==> config.mk <==
export PLATFORM = sky130hd
export DESIGN_NAME = uart_transmitter_flat
export DESIGN_NICKNAME = d
export VERILOG_FILES = /design/src/rtl/uart_transmitter_pkg.sv /design/src/rtl/uart_transmitter_if.sv /design/src/rtl/uart_transmitter_tx_baud_tick.sv /design/src/rtl/uart_transmitter.sv /design/src/flat_wrapper.sv
export SDC_FILE = /design/constraint.sdc
export NUM_CORES = 1
export LEC_CHECK = 0
export ABC_AREA = 1
export BUFFER_PORTS_ARGS = -buffer_cell sky130_fd_sc_hd__clkbuf_2
export CAP_MARGIN = 40
export CORE_ASPECT_RATIO = 0.6
export CORE_MARGIN = 10
export CORE_UTILIZATION = 52
export DETAILED_ROUTE_END_ITERATION = 8
export PLACE_DENSITY = 0.86
export REMOVE_ABC_BUFFERS = 1
export SYNTH_ARGS = -nofsm -noshare
export SYNTH_HDL_FRONTEND = slang
export SYNTH_HIERARCHICAL = 1
export SYNTH_SLANG_ARGS = --single-unit
==> constraint.sdc <==
create_clock -name clk -period 1.7 [get_ports clk]
set_input_delay 0.34 -clock clk [delete_from_list [all_inputs] [get_ports clk]]
set_output_delay 0.34 -clock clk [all_outputs]
set_load 0.05 [all_outputs]
==> src/rtl/uart_transmitter_pkg.sv <==
// uart_transmitter_pkg: FSM states and line levels shared by the UART transmitter and receiver
package uart_transmitter_pkg;
  typedef enum logic [2:0] {IDLE, START, DATA, PARITY, STOP} uart_state_e;
  localparam int UART_DATA_BITS = 8;
  localparam logic UART_IDLE_LEVEL = 1'b1;
  localparam logic START_BIT = 1'b0;
  localparam logic STOP_BIT = 1'b1;
  function automatic logic parity_of(input logic [UART_DATA_BITS-1:0] d, input logic odd);
    return ^d ^ odd;
  endfunction
endpackage

==> src/rtl/uart_transmitter_if.sv <==
// uart_transmitter_if: byte handshake between a data source and the UART transmitter
interface uart_transmitter_if;
  logic [uart_transmitter_pkg::UART_DATA_BITS-1:0] tx_data;
  logic tx_valid;
  logic tx_ready;
  modport master(output tx_data, tx_valid, input tx_ready);
  modport slave(input tx_data, tx_valid, output tx_ready);
endinterface

==> src/rtl/uart_transmitter_tx_baud_tick.sv <==
// tx_baud_tick: counts clk cycles within a serial bit and flags the last cycle of each bit
module tx_baud_tick #(
  parameter int CLKS_PER_BIT = 434
) (
  input  logic clk,
  input  logic rst,
  input  logic clear,
  input  logic enable,
  output logic bit_end
);
  localparam int W = CLKS_PER_BIT > 1 ? $clog2(CLKS_PER_BIT) : 1;
  logic [W-1:0] cnt;
  assign bit_end = enable && cnt == W'(CLKS_PER_BIT - 1);
  // baud counter: restarts on accept, wraps at the end of each bit, rests at zero while idle
  always_ff @(posedge clk or negedge rst)
    if (!rst) cnt <= '0;
    else if (clear || bit_end || !enable) cnt <= '0;
    else cnt <= cnt + 1'b1;
endmodule

==> src/rtl/uart_transmitter.sv <==
// uart_transmitter: serialises one byte per handshake into start, 8 data LSB-first, parity, stop
module uart_transmitter
  import uart_transmitter_pkg::*;
#(
  parameter int CLKS_PER_BIT = 434,
  parameter bit PARITY_ODD = 1'b0
) (
  input  logic clk,
  input  logic rst,
  uart_transmitter_if.slave tx,
  output logic serial_out,
  output logic busy
);
  uart_state_e state_q, state_d;
  logic [UART_DATA_BITS-1:0] shreg_q, shreg_d;
  logic [2:0] idx_q, idx_d;
  logic par_q, par_d, line_d, bit_end, accept;
  assign tx.tx_ready = state_q == IDLE || (state_q == STOP && bit_end);
  assign accept = tx.tx_valid && tx.tx_ready;
  assign busy = state_q != IDLE;
  tx_baud_tick #(.CLKS_PER_BIT(CLKS_PER_BIT)) u_baud (
    .clk(clk),
    .rst(rst),
    .clear(accept),
    .enable(busy),
    .bit_end(bit_end)
  );
  // state, datapath and line registers; reset forces the line idle without waiting for clk
  always_ff @(posedge clk or negedge rst)
    if (!rst) begin
      state_q <= IDLE;
      shreg_q <= '0;
      idx_q <= '0;
      par_q <= 1'b0;
      serial_out <= UART_IDLE_LEVEL;
    end else begin
      state_q <= state_d;
      shreg_q <= shreg_d;
      idx_q <= idx_d;
      par_q <= par_d;
      serial_out <= line_d;
    end
  // next state: accept loads the byte and its parity, each bit_end advances the frame
  always_comb begin
    state_d = state_q;
    shreg_d = shreg_q;
    idx_d = idx_q;
    par_d = par_q;
    if (accept) begin
      state_d = START;
      shreg_d = tx.tx_data;
      par_d = parity_of(tx.tx_data, PARITY_ODD);
    end else if (bit_end) begin
      state_d = state_q == START ? DATA :
                state_q == DATA ? (idx_q == 3'd7 ? PARITY : DATA) :
                state_q == PARITY ? STOP : IDLE;
      idx_d = state_q == DATA ? idx_q + 3'd1 : 3'd0;
      shreg_d = state_q == DATA ? shreg_q >> 1 : shreg_q;
    end
  end
  // line level for the state being entered, so the registered output lines up with the state
  always_comb
    line_d = state_d == START ? START_BIT :
             state_d == DATA ? shreg_d[0] :
             state_d == PARITY ? par_d :
             state_d == STOP ? STOP_BIT : UART_IDLE_LEVEL;
endmodule

==> src/flat_wrapper.sv <==
// flat-port wrapper written by rule: the top's interface ports become plain ports
module uart_transmitter_flat import uart_transmitter_pkg::*;
#(
  parameter int CLKS_PER_BIT = 434,
  parameter bit PARITY_ODD = 1'b0
)
  (clk, rst, serial_out, busy, tx_tx_data, tx_tx_valid, tx_tx_ready);
  uart_transmitter_if tx_i ();
  input  logic clk;
  input  logic rst;
  output logic serial_out;
  output logic busy;
  input wire logic [$bits(tx_i.tx_data)-1:0] tx_tx_data;
  input wire logic [$bits(tx_i.tx_valid)-1:0] tx_tx_valid;
  output wire logic [$bits(tx_i.tx_ready)-1:0] tx_tx_ready;
  assign tx_i.tx_data = tx_tx_data;
  assign tx_i.tx_valid = tx_tx_valid;
  assign tx_tx_ready = tx_i.tx_ready;
  uart_transmitter #(.CLKS_PER_BIT(CLKS_PER_BIT), .PARITY_ODD(PARITY_ODD)) u_core (.clk(clk), .rst(rst), .tx(tx_i), .serial_out(serial_out), .busy(busy));
endmodule
==> results.md, run 1 <==
- Outcome: complete, but fails checks
- Failing checks: setup timing
- Number of H-tree levels: 1
- Clock sink count: 25
- Sequence of cells on the critical path: inv_1 > nand2_1 > nor2_1 > nand3_2 > inv_2 > inv_2 > nand2_2 > inv_2 > nor2_4 > buf_12
- Max FO, Critical Path: 5
- Final Hold Fails: 0
- Fillcell total: roughly 150
- Chip Width: approximately 89 um
- Gate Count Post-Synth: about 200
- Slew HR: between 50% and 60%
- Worst Tran Pin Value: between 0.6 and 0.7 ns
- Clock Skew: 0.0113 ns
- Root Driver: clkbuf_8
- Grt total ovfl: 0
- Core Area: 0.00261 mm^2
- Seq/Total Area, Yosys: between 40 and 50%
- Worst Setup Start Kind: register
- Final instance area: between 0.002 and 0.0025 mm^2
- RSZ-0062 raised after global routing: true
- Worst hold slack: between 0.05 and 0.06 ns
- Final Core Density: 77.9%
- Post-Place Cell Area: about 0.0017 mm^2
- Netlist Area Pre-Place: approximately 0.0015 mm^2
- Setup Crit Path Kind: reg -> out
- Routed wire length: 4.23 mm
- Layout Nets: 258
- Average wire per standard cell: between 15 and 20 um
- Initial Util: between 50 and 60%
- Diodes inserted: 0
- Total GRT Usage: between 10% and 20%
- Number of global-route vias before repair: about 1300
- Clock transition at the registers of the reported paths: 0.09 ns
- Worst min path class: in -> async
- LEAKAGE: 1.06 nW
- Largest net degree at the start of global routing: 26
- Critical Path Sink Type: primary output
- Delay-heaviest family, CP: simple AND/OR/NAND/NOR gates
- First-pass GRT wire length: 5.85 mm
- Cell at the slowest stage of the critical path: dfrtp_1
- Max Slew Vio Count: 0
- TritonCTS buffer count: 3
- Worst path arrival time: roughly 1.6 ns
- Final worst slack: -0.263 ns
- Initial antenna violation count: 0
- TNS Setup: -2.37 ns
- Worst-Skew Late Latency: around 0.27 ns
- Syn Area/Cell: 7.47 um^2
- Pwr dens: ~500 mW/mm^2
- Die span in y: about 61 um
- Count of cell types in the netlist: 28
- Max rail drop VDD: approximately 0.42 mV
- Hold Buf Count CTS: 0
- Final Cycle Share: 115%
- IO Pins: 14
- Crit path top cell by count: inv_2
- Post-DP HPWL: around 2.4 mm
- Die Footprint: between 0.005 and 0.006 mm^2
- Pre-CTS WS: -0.0370 ns
- First-pass DRT Iterations: 5
- Finish-stage setup viols: 24
- Post-DRT Antenna Nets: 0
- Port-buffer cells: 13
- Routed vias/inst: 5.49
- Total vias in the final route: 1505
- Critical path buffer and inverter count: 5
- Area Growth Syn to Fin: 38.3%
- Required @ worst endpoint: between 1 and 1.5 ns
- Max-Cap Viols: 0
- Fmax achieved: about 0.51 GHz
- Routability cong.: about 0.85
- Layout cell share with drive strength beyond 1: between 30 and 40%
- Final Critical Period: 1.96 ns
- Bufs on Longest Clock Path: 2
- First-iteration detailed-routing DRC count: 150
- Synthesized flop and latch total: 25
- CP peak stage delay: between 0.4 and 0.5 ns
- Remaining DRCs: 0
- Rows: 14
- CTS tree: yes
- Yosys warnings: 6
[through the flow]
stage	power [W]	cells
2_1_floorplan	0.000640	196
3_3_place_gp	0.000673	259
3_5_place_dp	0.000676	259
4_1_cts	0.00102	272
5_1_grt	0.00106	274
6_report	0.00102	274
[layer usage]
layer  up-vias  share of wire (%)  track usage [%]
li1        702                  -                -
met1       714                 43             17.7
met2        78                 47             22.7
met3        11                8.5             4.35
met4         0                1.5             1.60
met5         -                  0                0
[worst reg2reg max path: cells and delay by family, from the launching register on]
kind                   cells  cell delay, ns
AOI/OAI and AO/OA          2            0.23
buffers and inverters      5            0.50
DFF                        1            0.45
and+or+nand+nor            7            0.66
[report_power, final]
| part | switching [W] | internal, W |
|---|---|---|
| Combinational | 0.0000522 | 0.0000229 |
| Sequential | 0 | 0.000594 |
| Clock | 0.000183 | 0.000168 |
[layout make-up]
class | instances | area, um^2 | area share (%)
repair buffers | 41 | 313 | 15.4
multi-input cells | 135 | 862 | 42.4
inverters | 37 | 148 | 7.26
well taps | 32 | 40.0 | 1.97
flip-flops and latches | 25 | 627 | 30.8
clock buffers | 4 | 45.0 | 2.21
[flip-flops by register name (all words and copies together), names as in the netlist]
| register | flops |
|---|---|
| u_core/state_q | 3 |
| u_core/serial_out | 1 |
| u_core/idx_q | 3 |
| u_core/shreg_q | 8 |
| u_core/u_baud/cnt | 9 |
| u_core/par_q | 1 |
[Yosys cell counts (all sizes together)]
cell / number / share of area (%)
nand2: 70 / 19
inv: 35 / 8.9
dfrtp: 24 / 41
nor2: 23 / 6.9
nand3: 15 / 7.1
o221ai: 5 / 3.0
ha: 4 / 3.4
o21ai: 3 / 1.3
a21oi: 2 / 0.68
a22o: 2 / 1.2
clkinv: 2 / 0.68
xnor2: 2 / 1.2
xor2: 2 / 1.2
a31oi: 1 / 0.43
and2: 1 / 0.43
buf: 1 / 0.77
dfstp: 1 / 1.8
nor3: 1 / 0.34
o211ai: 1 / 0.51
o22ai: 1 / 0.43
or2: 1 / 0.43
[final timing paths]
check,start,endpoint,slack (ns),depth (start not counted)
max in group asynchronous,rst,u_core/shreg_q[5],1.23,1
max reg2reg,u_core/u_baud/cnt[2],u_core/serial_out,-0.22,14
min reg2reg,u_core/shreg_q[3],u_core/shreg_q[2],0.50,2
min,rst,u_core/state_q[1],0.06,1
max,u_core/u_baud/cnt[2],tx_tx_ready,-0.26,10
min in group clk,tx_tx_data[7],u_core/shreg_q[7],0.40,3
[placed cells by master, fill, tap and decap left out, types with 3 or more instances in the layout]
master    instances
nor2_2           10
inv_1            30
nor2_1            9
inv_2             3
nand2_1          61
dfrtp_1          24
nand3_1           7
clkbuf_8          3
o221ai_2          3
nand2_2           6
nor2_4            4
buf_4            22
clkbuf_2         12
nand3_4           3
inv_4             3
nand3_2           5
ha_1              3
buf_6             6
nand2_4           4
[timing repair]
item	in CTS	in global routing
pin swaps	9	13
setup endpoints to repair	17	25
gates cloned	1	0
setup buffers	8	3
gates resized for setup	21	33
[kinds of logic after synthesis]
kind of cell | after synthesis | share of synthesized area (%)
flops | 25 | 42.6
fa+ha+maj | 4 | 3.40
buf+inv | 38 | 10.4
simple gates | 111 | 33.8
xor+xnor | 4 | 2.38
compound gates | 15 | 7.48
(Power assumes the default switching activity.)
==> run 2: changes to the inputs <==
Settings changed: REMOVE_ABC_BUFFERS 1 to not set.
==> run 2 against run 1 <==
  * Clock skew is 0.0099 ns lower
  * Critical path type unchanged
  * Final cell count is 4.4% lower
  * Critical path depth up 1
  * The flow still finishes with violations (setup timing)
  * Cell area down 9.2%
  * Sequential share of layout area rose by 3.1 points
  * Clock-buffer cell count fell by 1
  * Via count is 4.7% lower
==> results.md, run 2 (synthesis results as in run 1) <==
- Pwr dens: 561 mW/mm^2 (+12%)
- Rows: 14 (unchanged)
- Root Driver: clkbuf_8
- Bufs on Longest Clock Path: 2 (unchanged)
- Routed vias/inst: 5.47 (-0.35%)
- Sw power: 0.000248 W (+5.6%)
- Leading cell type in the layout, fill and taps excluded: nand2_1
- Setup Crit Path Kind: reg -> out
- Finish-stage setup viols: 22 (-8.3%)
- Syn nets: 212
- Worst path arrival time: 1.61 ns (about the same)
- Worst-Skew Late Latency: 0.27 ns (about the same)
- Hold Buf Count CTS: 0 (unchanged)
- Fmax achieved: 0.513 GHz (+0.70%)
- Total GRT Usage: 14.7% (+0.96 points)
- TritonCTS buffer count: 3 (unchanged)
- Number of H-tree levels: 1 (unchanged)
- First-iteration detailed-routing DRC count: 199 (+33%)
- Die Footprint: 0.00543 mm^2 (unchanged)
- Final Core Density: 70.8% (-7.1 points)
- Highest-count cells in the layout ignoring fill and taps: nand2_1, inv_1, dfrtp_1
- Max FO, Critical Path: 2 (-3)
- Max rail drop VDD: 0.420 mV (-0.27%)
- Core Area: 0.00261 mm^2 (unchanged)
- Average wire per standard cell: 15.3 um (-1.2%)
- Clock sink count: 25 (unchanged)
- Outcome: complete, but fails checks
- Delay-heaviest family, CP: simple AND/OR/NAND/NOR gates
- Biggest regs: u_core/u_baud/cnt: 9 flops, u_core/shreg_q: 8 flops
- Final Hold Fails: 0 (unchanged)
- Required @ worst endpoint: 1.36 ns (about the same)
- Max Slew Vio Count: 0 (unchanged)
- Diodes inserted: 0 (unchanged)
- Layout cell share with drive strength beyond 1: 30.0% (-9.7 points)
- Initial antenna violation count: 0 (unchanged)
- Area Growth Syn to Fin: 25.6%
- Critical Path Sink Type: primary output
- Port-buffer cells: 13 (unchanged)
- Layout Nets: 246 (-4.7%)
- Total power draw: 0.00104 W (+1.7%)
- Total vias in the final route: 1434 (-4.7%)
- Number of global-route vias before repair: 1327 (-1.5%)
- Worst Tran Pin Value: 0.616 ns (+0.00546 ns)
- CTS tree: yes
- Critical path buffer and inverter count: 5 (unchanged)
- Post-DP HPWL: 2.54 mm (+4.2%)
- Clock transition at the registers of the reported paths: 0.09 ns (about the same)
- CP peak stage delay: 0.39 ns (-0.06 ns)
- Largest net degree at the start of global routing: 26 (unchanged)
- Max-Cap Viols: 0 (unchanged)
- Routability cong.: 0.827 (-2.7%)
- Worst Setup Start Kind: register
- Max reg flops: 9 (unchanged)
- Routed wire length: 4.00 mm (-5.5%)
- Die span in y: 61.2 um (unchanged)
- First-pass DRT Iterations: 5 (unchanged)
- Remaining DRCs: 0 (unchanged)
- Worst hold slack: 0.0611 ns (+0.00150 ns)
- Power share of the combinational group: 7.0% (-0.4 points)
- Grt total ovfl: 0 (unchanged)
- IO Pins: 14 (unchanged)
- Sequence of cells on the critical path: inv_1 > ha_2 > nand2_2 > nor2_2 > nand3_2 > inv_2 > inv_2 > nand2_4 > inv_4 > nor2_4 > buf_12
- LEAKAGE: 0.982 nW (-6.9%)
- Clock Skew: 0.00142 ns (-0.00990 ns)
- Slew HR: 58.9% (-0.36 points)
- # placed instances: 254 (-1.9%)
- Initial Util: 56.4% (unchanged)
- Sw frac: 23.9% (+0.88 points)
- Crit path top cell by count: inv_2
- Clk pwr share: 35.7% (+1.3 points)
- Non-Filler Instances: 262 (-4.4%)
- Cell at the slowest stage of the critical path: dfrtp_1
- Failing checks: setup timing
- First-pass GRT wire length: 6.22 mm (+6.2%)
- Final worst slack: -0.249 ns (+0.0136 ns)
- Post-DRT Antenna Nets: 0 (unchanged)
- TNS Setup: -2.24 ns (+0.134 ns)
- Worst min path class: in -> async
- Chip Width: 88.7 um (unchanged)
- Reg with most FFs: u_core/u_baud/cnt
- RSZ-0062 raised after global routing: true
- Reg power frac: 57.3% (-1.0 points)
- Final Critical Period: 1.95 ns (-0.0136 ns)
- Int Pwr: 0.000789 W (+0.53%)
- Final Cycle Share: 115% (-0.80 points)
==> run 2: changes by cell type in the layout (fill, tap and decap cells not counted), sizes merged <==
cell | before | now
clkinv | 1 | 2
nand2 | 71 | 70
clkbuf | 16 | 15
buf | 29 | 18
==> run 2: power by group through the flow <==
stage | sequential (W) | combinational [W] | clock [W]
floorplan | 0.000606 | 0.0000341 | 0
global placement | 0.000606 | 0.0000676 | 0
detailed placement | 0.000606 | 0.0000705 | 0
CTS | 0.000594 | 0.0000708 | 0.000384
global route | 0.000594 | 0.0000828 | 0.000413
finish | 0.000594 | 0.0000722 | 0.000370
==> run 2: path summary, 6_finish.rpt <==
path,cells past startpoint,endpoint,slack (ns),startpoint
min in group clk,3,u_core/shreg_q[7],0.38,tx_tx_data[7]
worst max register to register,13,u_core/u_baud/cnt[6],-0.15,u_core/u_baud/cnt[1]
worst min register to register,1,u_core/idx_q[0],0.50,u_core/idx_q[0]
worst max-delay path,11,tx_tx_ready,-0.25,u_core/u_baud/cnt[1]
max in group asynchronous,1,u_core/u_baud/cnt[5],1.23,rst
worst min-delay path,1,u_core/u_baud/cnt[6],0.06,rst
==> run 2: layer usage <==
metal	global-route usage, %	vias up	part of all wire [%]
met5	0	-	0
met4	4.12	0	2.6
met3	3.95	16	8.5
met2	22.9	65	45
met1	19.6	673	44
li1	-	680	-
==> run 2: worst reg2reg max path, cell delays in order (launching register included) <==
cell and delay, ns:
dfrtp_1 0.39, inv_1 0.07, ha_2 0.18, nand2_2 0.06, nor2_2 0.08, nand3_2 0.09, inv_2 0.07, inv_2 0.05
nand2_4 0.08, nand3_2 0.19, inv_2 0.15, nor2_1 0.08, nand2_2 0.18, nor2_1 0.08
==> run 2: final cells by class <==
cell class	count	area, um^2
repair buffers	30	215
flip-flops and latches	25	627
well taps	32	40.0
inverters	37	150
multi-input cells	134	766
clock buffers	3	41.3
clock inverters	1	8.76
fillers	179	762
==> run 2: through the flow <==
step                      worst slack [ns]  cell area [um^2]
after floorplan                    -0.0619              1510
after CTS                           -0.261              1820
final                               -0.249              1850
after global placement              0.0223              1710
after global routing                -0.332              1850
after detailed placement           -0.0417              1710
==> run 2: repair_timing <==
item,4_1_cts,5_1_grt
buffers inserted,4,1
endpoints found under the hold margin,0,0
resized for setup,9,7
pin swaps,7,7
endpoints found under the setup margin,16,24
==> run 3: changes to the inputs <==
Settings changed: CORE_MARGIN 10 to not set, CORE_UTILIZATION 52 to 58, PLACE_DENSITY 0.86 to 0.9.
Clock period 1.7 ns to 2.1 ns, I/O delays scaled along.
==> run 3 against run 2 <==
  * The flow now finishes without violations
  * Global-route usage increased by 11 points
  * Critical path type unchanged
  * First-iteration DRC count decreased by 24%
  * Total power is 21% lower
  * Largest power group unchanged
  * Critical endpoint unchanged
  * Sequential share of layout area is 3.4 points higher
  * Clock skew rose by 0.0057 ns
  * Highest routed layer unchanged
==> results.md, run 3 (synthesis results as in run 1) <==
- Initial antenna violation count: 0 (unchanged)
- Layout Nets: 235 (-4.5%)
- Final Cycle Share: 97.0%
- Area Growth Syn to Fin: 14.1%
- Die Footprint: 0.00275 mm^2 (-49%)
- Slew HR: 59.3% (+0.39 points)
- Largest net degree at the start of global routing: 26 (unchanged)
- Cell at the slowest stage of the critical path: dfrtp_1
- First-pass GRT wire length: 5.08 mm (-18%)
- Highest-count cells in the layout ignoring fill and taps: nand2_1, inv_1, dfrtp_1
- Final Hold Fails: 0 (unchanged)
- Root Driver: clkbuf_8
- Worst-Skew Late Latency: 0.27 ns (about the same)
- Total GRT Usage: 26.0% (+11 points)
- Initial Util: 64.6% (+8.2 points)
- Core Area: 0.00228 mm^2 (-13%)
- Pwr dens: 485 mW/mm^2 (-14%)
- Non-Filler Instances: 249 (-5.0%)
- Max Slew Vio Count: 0 (unchanged)
- Worst reg2reg startpoint: u_core/state_q[0]
- Bufs on Longest Clock Path: 2 (unchanged)
- Routed wire length: 3.09 mm (-23%)
- RR Endpoint: u_core/serial_out
- Max reg flops: 9 (unchanged)
- Register Area: 627 um^2 (unchanged)
- Max FO, Critical Path: 3 (+1)
- Fmax achieved: between 0.4 and 0.5 GHz
- Area of the multi-input gates: 707 um^2 (-7.7%)
- Layout cell share with drive strength beyond 1: 22.4% (-7.6 points)
- Total vias in the final route: 1255 (-12%)
- Worst min path class: in -> async
- Leading cell type in the layout, fill and taps excluded: nand2_1
- Die span in y: 41.0 um (-33%)
- Max-Cap Viols: 0 (unchanged)
- Routability cong.: 0.825 (-0.22%)
- Fillcell total: 172 (-3.9%)
- Worst Tran Pin Value: 0.610 ns (-0.00587 ns)
- First-iteration detailed-routing DRC count: 152 (-24%)
- Syn nets: 212 (unchanged)
- RSZ-0062 raised after global routing: true
- Crit path top cell by count: inv_2
- # placed instances: 243 (-4.3%)
- Remaining DRCs: 0 (unchanged)
- CP peak stage delay: 0.39 ns (about the same)
- Average wire per standard cell: 12.4 um (-19%)
- Diodes inserted: 0 (unchanged)
- Sequence of cells on the critical path: inv_1 > ha_1 > nand2_1 > nor2_2 > nand3_2 > inv_2 > inv_2 > nand2_2 > inv_2 > nor2_4 > buf_8
- Port-buffer cells: 13 (unchanged)
- CTS tree: yes
- IO Pins: 14 (unchanged)
- Worst hold slack: 0.144 ns (+0.0825 ns)
- Total power draw: 0.000814 W (-21%)
- Number of global-route vias before repair: 1148 (-13%)
- Final instance area: 0.00168 mm^2 (-9.1%)
- Required @ worst endpoint: 1.68 ns (+0.32 ns)
- R2R cell count: 13 (unchanged)
- Setup Crit Path Kind: reg -> out
- First-pass DRT Iterations: 4 (-1)
- Rows: 13 (-1)
- Critical Path Sink Type: primary output
- Max rail drop VDD: 0.343 mV (-18%)
- Clock sink count: 25 (unchanged)
- Number of H-tree levels: 1 (unchanged)
- Reg with most FFs: u_core/u_baud/cnt
- Biggest regs: u_core/u_baud/cnt: 9 flops, u_core/shreg_q: 8 flops
- Routed vias/inst: 5.04 (-7.9%)
- R2R Setup Slk: 0.12 ns (+0.27 ns)
- Post-DP HPWL: 2.30 mm (-9.4%)
- Post-Place Cell Area: 0.00160 mm^2 (-6.4%)
- Clock Skew: 0.00715 ns (+0.00573 ns)
- Grt total ovfl: 0 (unchanged)
- Worst Setup Start Kind: register
- TNS Setup: 0 ns (+2.24 ns)
- Finish-stage setup viols: 0 (-100%)
- TritonCTS buffer count: 3 (unchanged)
- Post-DRT Antenna Nets: 0 (unchanged)
- Chip Width: 67.0 um (-24%)
- LEAKAGE: 0.921 nW (-6.2%)
- Outcome: finished clean
- Final Critical Period: about 2.0 ns
- Clock transition at the registers of the reported paths: 0.09 ns (about the same)
- Crit. Startpoint: u_core/u_baud/cnt[1]
- Worst path arrival time: 1.62 ns (about the same)
-- run 3: cell count changes in the layout (fill, tap and decap cells not counted), sizes merged --
| cell | previous run | this run |
|---|---|---|
| clkinv | 2 | 3 |
| buf | 18 | 7 |
| inv | 36 | 35 |
-- run 3: worst max-delay path by stage --
stage | to | slack (ns)
after detailed placement | u_core/par_q | 0.19
after floorplan | tx_tx_ready | 0.13
final | tx_tx_ready | 0.06
after CTS | tx_tx_ready | 0.01
after global placement | u_core/serial_out | 0.26
after global routing | tx_tx_ready | -0.05
-- run 3: routing by layer --
| layer | track usage [%] | share of wire [%] |
|---|---|---|
| met1 | 38.0 | 52 |
| met2 | 40.0 | 42 |
| met5 | 0 | 0 |
| met3 | 6.94 | 5.6 |
| met4 | 2.66 | 0.26 |
-- run 3: final cells by class --
type                    count  area share (%)
clock inverters             1           0.298
inverters                  37            8.42
clock buffers               3            2.46
well taps                  30            2.24
flip-flops and latches     25            37.3
multi-input cells         134            42.1
repair buffers             19            7.15
-- run 3: stage by stage --
| stage | setup slack, ns | utilization [%] |
|---|---|---|
| detailed placement | 0.194 | 70.4 |
| CTS | 0.0142 | 73.6 |
| finish | 0.0635 | 73.7 |
| global placement | 0.257 | 70.4 |
| global route | -0.0525 | 73.7 |
| floorplan | 0.131 | - |
-- run 3: worst max-delay path: cells and delay by family (launching register included) --
family / cells / cell delay, ns
fa+ha+maj: 1 / 0.13
buf+inv: 5 / 0.40
flops: 1 / 0.39
simple gates: 5 / 0.43
-- run 3: what timing repair did --
action | in CTS | in global routing
hold buffers | 0 | 0
setup buffers | 2 | 0
resized for setup | 3 | 4
endpoints found under the hold margin | 0 | 0
setup endpoints to repair | 1 | 1
pin swaps | 0 | 2
-- run 3: power by group --
part | switching (W) | internal (W) | leakage (nW)
sequential | 0 | 0.000481 | 0.284
clock | 0.000145 | 0.000132 | 0.0255
combinational | 0.0000378 | 0.0000184 | 0.611
